## config.mk

```make
export PLATFORM = sky130hd
export DESIGN_NAME = mb_rx
export DESIGN_NICKNAME = d
export VERILOG_FILES = /design/src/rtl/mb_pkg.sv /design/src/rtl/mb_flit_fifo.sv /design/src/rtl/mb_rx.sv
export SDC_FILE = /design/constraint.sdc
export NUM_CORES = 2
export LEC_CHECK = 0
export CORE_MARGIN = 2
export CORE_UTILIZATION = 32
export CTS_CLUSTER_SIZE = 14
export DETAILED_ROUTE_END_ITERATION = 12
export GPL_TIMING_DRIVEN = 0
export HOLD_SLACK_MARGIN = 0.12
export PLACE_DENSITY = 0.55
export SYNTH_ARGS = -nofsm -noshare
export SYNTH_HDL_FRONTEND = slang
export SYNTH_SLANG_ARGS = --single-unit
```

## constraint.sdc

```tcl
create_clock -name clk -period 41.9 [get_ports clk]
set_input_delay 12.57 -clock clk [delete_from_list [all_inputs] [get_ports clk]]
set_output_delay 12.57 -clock clk [all_outputs]
set_load 0.005 [all_outputs]
```

## src/rtl/mb_pkg.sv

```systemverilog
// Shared constants and types for the mainband receive path.
package mb_pkg;

    localparam int MB_LANES       = 16;
    localparam int FLIT_BYTES     = 64;
    localparam int WORDS_PER_FLIT = 32;
    localparam int CNT_W          = $clog2(WORDS_PER_FLIT);

    typedef logic [7:0] flit_t [FLIT_BYTES-1:0];

    typedef enum logic {IDLE, RECV} rx_state_t;

endpackage

```

## src/rtl/mb_flit_fifo.sv

```systemverilog
// Flit FIFO with wrap-bit pointers.
// The head flit is read combinationally from storage; it reads as zero while the FIFO is empty.
module mb_flit_fifo
    import mb_pkg::*;
#(
    parameter int DEPTH = 4
) (
    input  logic  clk,
    input  logic  reset,
    input  logic  push,
    input  flit_t wdata,
    input  logic  pop_req,
    output logic  head_valid,
    output flit_t head_data,
    output logic  drop
);

    localparam int AW = (DEPTH > 1) ? $clog2(DEPTH) : 1;

    logic [AW:0] wr_ptr, rd_ptr;
    flit_t       mem [DEPTH];
    logic        empty, full, pop, wr;

    assign empty = (wr_ptr == rd_ptr);
    assign full  = (wr_ptr[AW-1:0] == rd_ptr[AW-1:0]) && (wr_ptr[AW] != rd_ptr[AW]);
    assign pop   = pop_req && !empty;
    // A pop in the same cycle frees the slot a full-FIFO push needs.
    assign wr    = push && (!full || pop);
    assign drop  = push && !wr;

    always_ff @(posedge clk) begin
        if (!reset) begin
            wr_ptr <= '0;
            rd_ptr <= '0;
        end else begin
            if (wr)  wr_ptr <= wr_ptr + 1'b1;
            if (pop) rd_ptr <= rd_ptr + 1'b1;
        end
    end

    always_ff @(posedge clk) begin
        if (wr) mem[wr_ptr[AW-1:0]] <= wdata;
    end

    assign head_valid = !empty;

    always_comb begin
        for (int i = 0; i < FLIT_BYTES; i++)
            head_data[i] = empty ? 8'h00 : mem[rd_ptr[AW-1:0]][i];
    end

endmodule

```

## src/rtl/mb_rx.sv

```systemverilog
// Mainband receiver: deserializes 32 sampled 16-bit words into a 64-byte flit
// and queues completed flits for the upper layer.
module mb_rx
    import mb_pkg::*;
#(
    parameter int flit_buffer_size = 4
) (
    input  logic                clk,
    input  logic                reset,
    input  logic                valid_pin_i,
    input  logic [MB_LANES-1:0] dataPins_i,
    output logic                flit_valid_o,
    output flit_t               flit_data_o,
    input  logic                flit_ready_i,
    output logic                receiving_o,
    output logic                overflow_o,
    output logic                frame_err_o
);

    rx_state_t        state, next_state;
    logic [CNT_W-1:0] cnt;
    flit_t            flit_q, flit_w;
    logic             done, abort, drop;

    always_ff @(posedge clk) begin
        if (!reset) state <= IDLE;
        else        state <= next_state;
    end

    always_comb begin
        next_state = state;
        case (state)
            IDLE:    if (valid_pin_i) next_state = RECV;
            RECV:    if (!valid_pin_i || cnt == CNT_W'(WORDS_PER_FLIT-1)) next_state = IDLE;
            default: next_state = IDLE;
        endcase
    end

    always_comb begin
        done        = (state == RECV) && valid_pin_i && (cnt == CNT_W'(WORDS_PER_FLIT-1));
        abort       = (state == RECV) && !valid_pin_i;
        receiving_o = (state == RECV);
    end

    always_ff @(posedge clk) begin
        if (!reset)              cnt <= '0;
        else if (done || abort)  cnt <= '0;
        else if (valid_pin_i)    cnt <= cnt + 1'b1;
    end

    always_ff @(posedge clk) begin
        if (valid_pin_i) begin
            flit_q[{cnt, 1'b0}] <= dataPins_i[7:0];
            flit_q[{cnt, 1'b1}] <= dataPins_i[15:8];
        end
    end

    // The last word joins the flit on its way into the FIFO, so the flit is visible right after word 31.
    always_comb begin
        flit_w                = flit_q;
        flit_w[FLIT_BYTES-2]  = dataPins_i[7:0];
        flit_w[FLIT_BYTES-1]  = dataPins_i[15:8];
    end

    mb_flit_fifo #(.DEPTH(flit_buffer_size)) u_fifo (
        .clk        (clk),
        .reset      (reset),
        .push       (done),
        .wdata      (flit_w),
        .pop_req    (flit_ready_i),
        .head_valid (flit_valid_o),
        .head_data  (flit_data_o),
        .drop       (drop)
    );

    always_ff @(posedge clk) begin
        if (!reset) begin
            overflow_o  <= 1'b0;
            frame_err_o <= 1'b0;
        end else begin
            overflow_o  <= drop;
            frame_err_o <= abort;
        end
    end

endmodule

```

==> flow_summary_export.csv <==
group,metric,value,unit
clocking,htree_levels,5,
logic_synthesis,synth_top_family_by_area,"multiplexers",
min_path,hp-start,"flit_q[194]",
grt,grt_pass1_vias,45600,
die,initial_core_util,32.1,%
die,rows,200,
detailed_routing,antenna_left,0,
placement,place_congestion,0.705,
detailed_routing,wl_per_cell,27.4,um
grt,antenna_found_initial,47,
grt,grt-ovfl-total,0,
finish,drive_above_1_share,22.9,%
logic_synthesis,synth_warnings,0,
setup_path,end_kind,"primary output",
timing,fin_skew,0.0446,ns
min_path,worst_hold_path_type,"reg2reg",
timing,slew_violations,13,
logic_synthesis,synth_compound_area_share,0.0552,%
grt,gr-usage-met2,27.6,%
clocking,clkTransAtPathRegs,0.06,ns
finish,nets,5135,
detailed_routing,dr.pass1.iters,5,
timing,period_share,40.0,%
logic_synthesis,synth_cells,4182,
finish,final_cells,9296,
min_path,whs_path_depth,0,
power_and_ir_drop,p_leak,0.0365,uW
detailed_routing,wl,255000,um
clocking,cts_resized,0,
grt,grt_pass1_wl,351000,um
power_and_ir_drop,p_total,5200,uW
logic_synthesis,synthSimpleGateAreaFrac,5.54,%
timing,slew-limit-headroom,-2.14,%
logic_synthesis,synth-seq-cells,2560,
timing,layout_min_cycle_time,16.76,ns
timing,max_freq,59.7,MHz
logic_synthesis,synth_xor_area_share,0.0921,%
logic_synthesis,synth_largest_area_cell,"edfxtp_1",
logic_synthesis,synthesis.area,0.0951,sq mm
logic_synthesis,synth-main-ff-cell,"edfxtp_1",
timing,hold_viol,0,
finish,utilization,39.3,%
status,violations,"capacitance limit, slew limit",
setup_path,path_max_fanout,10,
grt,top_usage_layer,"met2",
clocking,clock_sinks,2560,
die,die_h,549,um
grt,gr-usage-all-layers,16.6,%
logic_synthesis,synth_top_area_share,80.3,%
placement,dp_cells,8762,
logic_synthesis,synth_cell_types,35,
logic_synthesis,syn_area_per_cell,22.7,sq um
setup_path,r2r_cells,9,
clocking,hold_buffers,0,
logic_synthesis,syn-num-nets,4212,
logic_synthesis,async_flop_share,0,%
logic_synthesis,yosysSeqAreaShare,80.6,%
detailed_routing,vias,44400,
timing,timing.setup.tns,0,ns
placement,port_buffers,534,
placement,place_area,0.108,sq mm
setup_path,r2r_slack,38.18,ns
logic_synthesis,yosysMostFrequentCell,"edfxtp_1",
grt,grt.met1_usage,22.5,%
setup_path,timing.rr.start,"cnt[0]",
die,ioPinCount,536,
timing,tightest_slew,1.53,ns
finish,synthToLayoutAreaGrowth,22.5,%
clocking,clockBufferDepth,4,
logic_synthesis,synth_fa_ha_area_share,0.132,%
detailed_routing,route.detailed.drc,0,
grt,grtUsageMet3,2.40,%
clocking,cts_buffers,280,
finish,fillers,26500,
placement,dp_hpwl,165000,um
finish,register_area,0.0767,sq mm
grt,grt_max_degree,54,
die,die_w,549,um
detailed_routing,drtIter0Drc,3952,
power_and_ir_drop,power.density,44.6,mW/mm^2
clocking,cts_root_buf,"clkbuf_16",
detailed_routing,viasPerCell,4.78,
power_and_ir_drop,ir_drop,31.9,uV
die,die_area,0.302,sq mm
logic_synthesis,synth_edf_count,2544,
logic_synthesis,yosys-top-cells-area,"edfxtp_1 (80%), mux4_2 (12%), and2_1 (5.0%)",
flow_run,drv_cap,1,
setup_path,required,29.33,ns
logic_synthesis,synthMuxAreaShare,12.1,%
finish,multi_input_area,0.0172,sq mm
timing,setup_viol,0,
clocking,insertion_delay,0.86,ns
timing,rsz0062_at_grt,"false",
finish,fin_area,0.117,sq mm
logic_synthesis,yosys-top-cells-count,"edfxtp_1 (2544), and2_1 (767), mux4_2 (512)",
min_path,whs_endpoint,"u_fifo.mem[0][194]",
die,core,0.296,sq mm
status,status,"complete, but fails checks",
clocking,cts_setup_buffers,0,
setup_path,r2r_end,"u_fifo.mem[2][501]",
setup_path,critPathKind,"reg2out",
setup_path,crit_arrival,4.19,ns
clocking,cts_tree,"built",
setup_path,start_kind,"flop",
[metal layers]
| layer | routed length (um) | vias up | share of wire (%) |
|---|---|---|---|
| met4 | 6890 | 0 | 2.7 |
| li1 | - | 18800 | - |
| met5 | 0 | - | 0 |
| met2 | 126000 | 1404 | 50 |
| met1 | 107000 | 23900 | 42 |
| met3 | 14200 | 331 | 5.6 |
[placed cells by master (no fill, tap or decap), types with 5 or more instances in the layout]
cell type and instances:
buf_8 6, mux4_2 512, buf_6 95, clkbuf_16 284, clkbuf_1 94, edfxtp_1 2544
inv_6 8, and2_1 764, buf_2 101, diode_2 37, buf_16 47, nand2b_1 7
buf_12 10, nor3_2 28, nand2_1 13, clkinv_1 60, clkbuf_2 12, clkinv_16 7
clkdlybuf4s50_1 526, clkinv_2 52, clkinv_8 5, inv_16 5, bufinv_16 17, xor2_1 5
ha_1 10, nor2_1 35, buf_4 12, xnor2_1 5, dfxtp_1 16
[state kept, by name, indices dropped and copies added (netlist names), named ones only]
register       cells
overflow_o         1
flit_q           496
frame_err_o        1
receiving_o        1
u_fifo.wr_ptr      3
u_fifo.rd_ptr      3
cnt                5
u_fifo.mem      2048
[cell type report]
| cell class | instances | share of cell area, % |
|---|---|---|
| Antenna cell | 37 | 0.0795 |
| Tap cell | 3939 | 4.23 |
| Clock inverter | 159 | 1.29 |
| Clock buffer | 338 | 6.27 |
| Buffer | 208 | 1.14 |
| Inverter | 5 | 0.0161 |
| Timing Repair Buffer | 641 | 6.34 |
| Sequential cell | 2560 | 65.8 |
| Multi-Input combinational cell | 1409 | 14.8 |
[cells by family after synthesis]
family          Yosys count
simple gates            867
mux                     514
flops                  2560
compound gates            8
buf+inv                 213
fa+ha+maj                10
xor+xnor                 10
[critical path: stages, from the launching register on]
cell	delay [ns]
dfxtp_1	0.42
xor2_1	0.29
nor2_1	0.12
nand2_2	0.49
buf_2	0.61
buf_2	0.41
and2_1	0.38
clkdlybuf4s50_1	0.57
[where the power goes]
part           total (uW)  internal, uW  switching, uW  leakage (uW)
combinational        42.1          6.85           35.2       0.00890
sequential           2790          2780           2.61        0.0232
clock                2370          1360           1010       0.00431
[metrics by stage]
step	hold WS (ns)	worst slack [ns]
after global placement	0.464	3.86
after detailed placement	0.479	25.84
after CTS	0.461	24.84
after floorplan	0.459	16.14
after global routing	0.479	24.88
final	0.475	25.14
[how the worst max path moves through the flow]
stage | start | to | slack, ns | depth (start not counted)
2_1_floorplan | valid_pin_i | u_fifo.mem[0][0] | 16.14 | 4
3_3_place_gp | flit_ready_i | u_fifo.mem[1][450] | 3.86 | 3
3_5_place_dp | u_fifo.wr_ptr[1] | flit_data_o[13] | 25.84 | 7
4_1_cts | u_fifo.wr_ptr[1] | flit_data_o[13] | 24.84 | 7
5_1_grt | u_fifo.wr_ptr[1] | flit_data_o[372] | 24.88 | 7
6_report | u_fifo.wr_ptr[1] | flit_data_o[341] | 25.14 | 7
Note: power is estimated with default switching activity, not from simulation.
